## config.mk

```make
export PLATFORM = sky130hd
export DESIGN_NAME = xor_frame_buffer_flat
export DESIGN_NICKNAME = d
export VERILOG_FILES = /design/src/rtl/xor_frame_buffer_if.sv /design/src/rtl/xor_frame_buffer.sv /design/src/flat_wrapper.sv
export SDC_FILE = /design/constraint.sdc
export NUM_CORES = 1
export LEC_CHECK = 0
export ABC_CLOCK_PERIOD_IN_PS = 2000
export CAP_MARGIN = 20
export CELL_PAD_IN_SITES_DETAIL_PLACEMENT = 0
export CELL_PAD_IN_SITES_GLOBAL_PLACEMENT = 1
export CORE_MARGIN = 3
export CORE_UTILIZATION = 40
export CTS_CLUSTER_SIZE = 25
export DETAILED_ROUTE_END_ITERATION = 7
export HOLD_SLACK_MARGIN = 0.03
export PLACE_DENSITY = 0.74
export SLEW_MARGIN = 0
export SYNTH_ARGS = -nofsm -noshare
export SYNTH_HDL_FRONTEND = slang
export SYNTH_SLANG_ARGS = --single-unit
```

## constraint.sdc

```tcl
create_clock -name clk_i -period 2 [get_ports clk_i]
set_clock_uncertainty 0.05 [all_clocks]
set_input_delay 0.4 -clock clk_i [delete_from_list [all_inputs] [get_ports clk_i]]
set_output_delay 0.4 -clock clk_i [all_outputs]
set_load 0.1 [all_outputs]
```

## src/rtl/xor_frame_buffer_if.sv

```systemverilog
// Sample-in / frame-out stream bundle for xor_frame_buffer.
// The master is the source/sink side; the buffer itself uses the slave modport.
interface xor_frame_buffer_if #(
   parameter int unsigned WIDTH = 8
);
   logic             in_valid;
   logic             in_ready;
   logic [WIDTH-1:0] in_data;
   logic             out_valid;
   logic             out_ready;
   logic [WIDTH-1:0] out_data;

   modport master (
      output in_valid, in_data, out_ready,
      input  in_ready, out_valid, out_data
   );

   modport slave (
      input  in_valid, in_data, out_ready,
      output in_ready, out_valid, out_data
   );
endinterface

```

## src/rtl/xor_frame_buffer.sv

```systemverilog
// Captures DEPTH masked samples as one frame, then drains it in order.
// Watches for inter-sample timeouts and supports a synchronous flush.
module xor_frame_buffer #(
   parameter int unsigned      WIDTH   = 8,
   parameter int unsigned      DEPTH   = 4,
   parameter logic [WIDTH-1:0] MASK    = WIDTH'(8'hAA),
   parameter int unsigned      TIMEOUT = 16
) (
   input  logic                       clk_i,
   input  logic                       reset_n_i,
   input  logic                       flush_i,
   xor_frame_buffer_if.slave          bus,
   output logic [1:0]                 state_o,
   output logic [$clog2(DEPTH+1)-1:0] count_o,
   output logic [7:0]                 frames_o,
   output logic                       error_o
);

   localparam int unsigned CW = $clog2(DEPTH + 1);
   localparam int unsigned IW = (DEPTH > 1) ? $clog2(DEPTH) : 1;
   localparam int unsigned TW = (TIMEOUT > 1) ? $clog2(TIMEOUT) : 1;

   typedef enum logic [1:0] {
      S_IDLE   = 2'b00,
      S_ACTIVE = 2'b01,
      S_DONE   = 2'b10,
      S_ERROR  = 2'b11
   } state_t;

   state_t           state;
   logic [IW-1:0]    wr_idx;
   logic [IW-1:0]    rd_idx;
   logic [CW-1:0]    count;
   logic [7:0]       frames;
   logic [TW-1:0]    tmo_cnt;
   logic [WIDTH-1:0] mem [DEPTH];

   logic in_accept;
   logic out_xfer;

   // Handshake outputs are pure decodes of the registered state.
   assign bus.in_ready  = (state == S_IDLE) || (state == S_ACTIVE);
   assign bus.out_valid = (state == S_DONE);
   assign bus.out_data  = bus.out_valid ? mem[rd_idx] : '0;

   assign in_accept = bus.in_valid & bus.in_ready;
   assign out_xfer  = bus.out_valid & bus.out_ready;

   assign state_o  = state;
   assign count_o  = count;
   assign frames_o = frames;
   assign error_o  = (state == S_ERROR);

   // NOTE: the sample array carries no reset; its contents are never read
   // before being written within the same frame, so a reset would only cost flops.
   always_ff @(posedge clk_i) begin
      if (in_accept && !flush_i)
         mem[wr_idx] <= bus.in_data ^ MASK;
   end

   always_ff @(posedge clk_i or negedge reset_n_i) begin
      if (!reset_n_i) begin
         state   <= S_IDLE;
         wr_idx  <= '0;
         rd_idx  <= '0;
         count   <= '0;
         frames  <= '0;
         tmo_cnt <= '0;
      end else if (flush_i) begin
         state   <= S_IDLE;
         wr_idx  <= '0;
         rd_idx  <= '0;
         count   <= '0;
         tmo_cnt <= '0;
      end else begin
         unique case (state)
            S_IDLE: begin
               if (in_accept) begin
                  state   <= S_ACTIVE;
                  wr_idx  <= IW'(1);
                  count   <= CW'(1);
                  tmo_cnt <= '0;
               end
            end
            S_ACTIVE: begin
               if (in_accept) begin
                  tmo_cnt <= '0;
                  count   <= count + 1'b1;
                  if (count == CW'(DEPTH - 1)) begin
                     state  <= S_DONE;
                     wr_idx <= '0;
                  end else begin
                     wr_idx <= wr_idx + 1'b1;
                  end
               end else begin
                  // The idle cycle that brings the counter to TIMEOUT-1 trips the error.
                  tmo_cnt <= tmo_cnt + 1'b1;
                  if (tmo_cnt == TW'(TIMEOUT - 2))
                     state <= S_ERROR;
               end
            end
            S_DONE: begin
               if (out_xfer) begin
                  count <= count - 1'b1;
                  if (rd_idx == IW'(DEPTH - 1)) begin
                     state  <= S_IDLE;
                     rd_idx <= '0;
                     wr_idx <= '0;
                     frames <= frames + 8'd1;
                  end else begin
                     rd_idx <= rd_idx + 1'b1;
                  end
               end
            end
            S_ERROR: begin
               state <= S_ERROR;
            end
         endcase
      end
   end

endmodule

```

## src/flat_wrapper.sv

```systemverilog
// flat-port wrapper written by rule: the top's interface ports become plain ports
module xor_frame_buffer_flat 
#(
   parameter int unsigned      WIDTH   = 8,
   parameter int unsigned      DEPTH   = 4,
   parameter logic [WIDTH-1:0] MASK    = WIDTH'(8'hAA),
   parameter int unsigned      TIMEOUT = 16
)
  (clk_i, reset_n_i, flush_i, state_o, count_o, frames_o, error_o, bus_in_valid, bus_in_data, bus_out_ready, bus_in_ready, bus_out_valid, bus_out_data);
  xor_frame_buffer_if #(.WIDTH(WIDTH)) bus_i ();
  input  logic clk_i;
  input  logic reset_n_i;
  input  logic flush_i;
  output logic [1:0] state_o;
  output logic [$clog2(DEPTH+1)-1:0] count_o;
  output logic [7:0] frames_o;
  output logic error_o;
  input wire logic [$bits(bus_i.in_valid)-1:0] bus_in_valid;
  input wire logic [$bits(bus_i.in_data)-1:0] bus_in_data;
  input wire logic [$bits(bus_i.out_ready)-1:0] bus_out_ready;
  output wire logic [$bits(bus_i.in_ready)-1:0] bus_in_ready;
  output wire logic [$bits(bus_i.out_valid)-1:0] bus_out_valid;
  output wire logic [$bits(bus_i.out_data)-1:0] bus_out_data;
  assign bus_i.in_valid = bus_in_valid;
  assign bus_i.in_data = bus_in_data;
  assign bus_i.out_ready = bus_out_ready;
  assign bus_in_ready = bus_i.in_ready;
  assign bus_out_valid = bus_i.out_valid;
  assign bus_out_data = bus_i.out_data;
  xor_frame_buffer #(.WIDTH(WIDTH), .DEPTH(DEPTH), .MASK(MASK), .TIMEOUT(TIMEOUT)) u_core (.clk_i(clk_i), .reset_n_i(reset_n_i), .flush_i(flush_i), .bus(bus_i), .state_o(state_o), .count_o(count_o), .frames_o(frames_o), .error_o(error_o));
endmodule
```

==> results of run 1 <==
==> synth_stat cells (4+ instances only) <==
master    instances
nor2_1            7
nand3_1           6
nand4_1           4
a21oi_1           7
and2_1           13
dfrtp_1          21
mux4_2            8
nand2b_1          5
edfxtp_1         32
clkbuf_1          4
xnor2_1           8
inv_1            10
nand2_1           5
or3_1             4
ha_1             15
==> final cells by class <==
type	instances	area share
Clock inverter	1	0.00239
Sequential cell	53	0.408
Clock buffer	7	0.0277
Inverter	10	0.0140
Tap cell	75	0.0256
Multi-Input combinational cell	121	0.308
Timing Repair Buffer	60	0.214
==> worst max-delay path, delay by kind of cell (launching register included) <==
family	cells	cell delay [ns]
mux	1	0.50
buf+inv	2	0.30
simple gates	1	0.16
flops	1	0.39
==> power groups by stage <==
stage | Sequential, W | Clock (W) | Combinational (W)
finish | 0.00137 | 0.000689 | 0.00254
global route | 0.00139 | 0.000760 | 0.00267
global placement | 0.00138 | 0 | 0.00234
detailed placement | 0.00138 | 0 | 0.00235
CTS | 0.00136 | 0.000709 | 0.00246
floorplan | 0.00164 | 0 | 0.00124
==> cells by family (layout without fill, tap and decap cells) <==
| group | Yosys count | after routing | synth area share |
|---|---|---|---|
| and+or+nand+nor | 67 | 67 | 0.160 |
| DFF | 53 | 53 | 0.580 |
| AOI/OAI and AO/OA | 20 | 20 | 0.0517 |
| buffers and inverters | 17 | 78 | 0.0263 |
| adders and majority gates | 15 | 15 | 0.0732 |
| muxes | 10 | 10 | 0.0780 |
| xor gates and xnor gates | 9 | 9 | 0.0307 |
==> what timing repair did <==
| item | 4_1_cts | 5_1_grt |
|---|---|---|
| gates cloned | 0 | 0 |
| pin swaps | 8 | 3 |
| setup buffers | 3 | 2 |
| endpoints found under the setup margin | 9 | 43 |
| gates resized for setup | 8 | 12 |
==> metrics by stage <==
stage | total power, W | setup slack, ns
floorplan | 0.00288 | -0.142
detailed placement | 0.00374 | -0.0221
CTS | 0.00453 | -0.143
finish | 0.00460 | -0.123
global placement | 0.00373 | -0.00534
global route | 0.00482 | -0.199
==> state kept, by name, summed over array words and instances, names as in the netlist <==
name / cells
u_core.mem: 32
u_core.frames_o: 8
u_core.tmo_cnt: 4
u_core.count_o: 3
u_core.rd_idx: 2
u_core.state_o: 2
u_core.wr_idx: 2
==> layer usage <==
layer / track usage / vias to the layer above / wire length (um)
li1: - / 814 / -
met1: 0.189 / 820 / 2180
met2: 0.218 / 34 / 2330
met4: 0.0504 / 0 / 50
met3: 0.0480 / 4 / 192
met5: 0 / - / 0
==> how the worst max path moves through the flow <==
stage | end | cells past startpoint
after floorplan | u_core.count_o[2] | 9
after global placement | u_core.mem[1][6] | 4
after detailed placement | u_core.state_o[0] | 5
after CTS | bus_out_data[5] | 4
after global routing | bus_out_data[5] | 4
final | bus_out_data[5] | 4
==> reports/metrics.yaml, run 1 <==
status: "finished with violations"
violations: "negative setup slack"
leakage_nw: 1.44
ir_drop_v: 0.00100
ff_latch_area_um2: 1500
synth.area.top_cells: "edfxtp_1 (37%), dfrtp_1 (20%), ha_1 (7.3%)"
synth_cell_types: 39
hold_ws_ns: 0.367
ys_async_sr_fraction: 0.396
dp_hpwl_mm: 3.47
hold_violations: 0
final_cell_mix: "edfxtp_1 (32), buf_12 (23), buf_4 (21), dfrtp_1 (17)"
clockBufferDepth: 2
worstPathArrival_ns: 1.67
worstRegToRegCells: 7
htreeDepth: 2
worstSetupStartpoint: "u_core.rd_idx[0]"
dieArea_um2: 7410
vias: 1672
nNetsFinal: 279
stdcell_count: 327
swShare: 0.414
grt_overflow: 0
setup_viol: 8
layout_commonest_cell: "edfxtp_1"
portBuffers: 36
crit_required_ns: 1.55
synthFlopType: "edfxtp_1"
fp.dieW_um: 86.1
drtIter0Drc: 89
min-delay-path-class: "in -> async"
wirelength_mm: 4.75
setup_slack_ns: -0.123
power_frac_clock: 0.150
cts_made_buffers: 5
antenna_found_initial: 0
fin_tns_setup_ns: -0.816
syn_area_um2: 2560
yosys_warnings: 0
die_h_um: 86.1
avgSynthCellArea_um2: 13.4
grt_pass1_wl_mm: 8.17
post-route-util: 0.604
multi_input_area_um2: 1130
powerDensity_nw_per_um2: 1260
fin_crit_sh: 1.06
synth.ff_latch_count: 53
ff2ff_setup_slack_ns: 0.07
max_cap_viol_count: 0
p_seq_frac: 0.298
drc_errors: 0
yosysTopAreaCellShare: 0.375
cts_sinks: 53
drive_gt1_frac: 0.393
root_buffer: "clkbuf_8"
critical_path_class: "reg -> out"
n_fill_cell: 477
p_int_w: 0.00270
cp_max_fo: 5
max_freq_ghz: 0.471
area_growth_pct: 42.8
tightest_slew_ns: 0.396
viasPerCell: 5.11
diodes: 0
rr_startpoint: "u_core.state_o[0]"
post-route-min-period_ns: 2.12
antenna_left: 0
syn_nets: 219
synth_edf_count: 32
max_slew_margin: 0.736
boundaryPins: 37
cts.clk_slew.worst_paths_ns: 0.10
wire_per_inst_um: 14.5
grt_usage: 0.143
end_kind: "output pin"
drv_slew: 0
grt_max_degree: 22
worstSetupStartpointType: "flip-flop"
dp_cells: 314
grt_pass1_vias: 1635
routabilityCongestion: 0.728
start_util: 0.423
path_cells: "buf_6 > mux4_2 > and2_4 > buf_12"
yosys.area.top_type: "edfxtp_1"
cts_hold_buffers: 0
power_switching_w: 0.00190
cp_slowest_cell: "mux4_2"
final_cell_area_um2: 3660
syn_inst: 191
num_rows: 28
rr_endpoint: "u_core.state_o[1]"
critPathMaxStageDelay_ns: 0.50
firstDrtPassIters: 4
cts_tree: "built"
rsz0062_at_grt: "yes"
place_area_um2: 3430
coreArea_um2: 6060
p_comb_frac: 0.552
synth-seq-area-share: 0.580
clk_latency_ns: 0.32
Power figures use the tool's default switching activity.
==> run 2: changes to the inputs <==
--- a/config.mk
+++ b/config.mk
@@ -11,6 +11,7 @@
 export CELL_PAD_IN_SITES_GLOBAL_PLACEMENT = 1
 export CORE_MARGIN = 3
 export CORE_UTILIZATION = 40
+export CTS_BUF_LIST = sky130_fd_sc_hd__clkbuf_16
 export CTS_CLUSTER_SIZE = 25
 export DETAILED_ROUTE_END_ITERATION = 7
 export HOLD_SLACK_MARGIN = 0.03
==> run 2 against run 1 <==
  * Power grew 2.6%
  * Largest power group unchanged
  * The run still ends with negative setup slack left
  * Critical path type unchanged
  * Clock-buffer cell count decreased by 1
  * Global-route usage down 0.28 points
  * Register-to-register slack barely moved
  * Design area up 0.14%
==> reports/metrics.yaml, run 2 (same netlist as run 1, synthesis figures left out) <==
status: "finished with violations"
violations: "negative setup slack"
firstDrtPassIters: 4
clk_latency_ns: 0.29
drive_gt1_frac: 0.378
final_cell_mix: "edfxtp_1 (32), buf_12 (23), buf_4 (20), dfrtp_1 (17), clkdlybuf4s50_1 (12)"
grt_pass1_vias: 1645
max_slew_margin: 0.726
p_int_w: 0.00282
antenna_found_initial: 0
final_cell_area_um2: 3670
setup_viol: 8
diodes: 0
setup_slack_ns: -0.0850
powerDensity_nw_per_um2: 1290
boundaryPins: 37
max_freq_ghz: 0.480
largest_reg_flops: 32
portBuffers: 36
min-delay-path-class: "in -> async"
critical_path_class: "reg -> out"
cts_made_buffers: 5
hold_ws_ns: 0.401
drtIter0Drc: 105
top_layer_used: "met4"
pre_cts_ws_ns: -0.0221
dieArea_um2: 7410
regMostFlops: "u_core.mem"
routabilityCongestion: 0.728
cts_hold_buffers: 0
max_cap_viol_count: 0
drv_slew: 0
p_seq_frac: 0.289
grt_overflow: 0
dp_hpwl_mm: 3.47
die_h_um: 86.1
grt_max_degree: 22
antenna_left: 0
viasPerCell: 5.16
num_rows: 28
layout_commonest_cell: "edfxtp_1"
vias: 1673
cp_max_fo: 5
wire_per_inst_um: 14.5
power_switching_w: 0.00189
wl_met3_um: 186
ir_drop_v: 0.00101
place_area_um2: 3430
tightest_slew_ns: 0.411
hold_violations: 0
worstSetupStartpointType: "flip-flop"
crit_required_ns: 1.55
wirelength_mm: 4.70
grt_usage: 0.140
end_kind: "output pin"
leakage_nw: 1.45
wl_met1_mm: 2.13
cts_sinks: 53
rsz0062_at_grt: "yes"
swShare: 0.402
nNetsFinal: 276
wl_met2_mm: 2.33
grt_pass1_wl_mm: 8.14
htreeDepth: 2
root_buffer: "clkbuf_16"
worstPathArrival_ns: 1.63
area_growth_pct: 43.0
clockBufferDepth: 2
coreArea_um2: 6060
fin_crit_sh: 1.04
cts_tree: "built"
cts.clk_slew.worst_paths_ns: 0.07
start_util: 0.423
fp.dieW_um: 86.1
p_comb_frac: 0.519
power_frac_clock: 0.191
post-route-min-period_ns: 2.08
drc_errors: 0
==> run 2: cell types whose count changed in the layout (fill, tap and decap cells not counted), moves of 2 or more <==
cell       before  now
clkbuf_8        5    0
and2_2          0    4
buf_6           4    2
and2_4         12    8
clkbuf_16       1    6
==> run 2: path summary, 6_finish.rpt <==
check	startpoint	depth (start not counted)	endpoint	slack (ns)
max	u_core.rd_idx[0]	4	bus_out_data[5]	-0.08
min	reset_n_i	2	u_core.frames_o[5]	0.40
max reg2reg	u_core.state_o[0]	7	u_core.state_o[1]	0.07
min reg2reg	u_core.frames_o[7]	1	u_core.frames_o[7]	0.42
max in group asynchronous	reset_n_i	2	u_core.state_o[1]	1.24
min in group clk_i	u_core.frames_o[7]	1	u_core.frames_o[7]	0.42
==> run 2: metrics by stage <==
step | util | std cells | TNS [ns] | power (W)
global route | 0.605 | 324 | -1.00 | 0.00493
global placement | 0.566 | 314 | -0.135 | 0.00373
finish | 0.605 | 324 | -0.515 | 0.00472
detailed placement | 0.566 | 314 | -0.105 | 0.00374
floorplan | - | 191 | -0.558 | 0.00288
CTS | 0.602 | 323 | -0.660 | 0.00470
==> run 2: cell type report <==
type                    instances  area, um^2
flip-flops and latches         53        1500
fillers                       480        2390
clock buffers                   6         150
multi-input cells             121        1120
inverters                      10        43.8
well taps                      75        93.8
clock inverters                 2        12.5
repair buffers                 57         753
==> run 2: critical path, cell delays in order, from the launching register on <==
cell	delay, ns
dfrtp_1	0.38
buf_6	0.14
mux4_2	0.50
and2_4	0.16
buf_12	0.16
==> run 2: repair_timing <==
item	4_1_cts	5_1_grt
resized for setup	7	3
pin swaps	6	3
hold endpoints to repair	0	0
buffers inserted	2	1
endpoints found under the setup margin	9	11
==> run 2: power by group through the flow <==
stage | Clock [W] | Sequential (W) | Combinational [W]
floorplan | 0 | 0.00164 | 0.00124
global placement | 0 | 0.00138 | 0.00234
detailed placement | 0 | 0.00138 | 0.00235
CTS | 0.000923 | 0.00136 | 0.00241
global route | 0.000972 | 0.00138 | 0.00258
finish | 0.000903 | 0.00136 | 0.00245
==> run 2: layer usage <==
metal	global-route usage	vias up
li1	-	809
met1	0.189	829
met2	0.222	31
met3	0.0307	4
met4	0.0475	0
met5	0	-
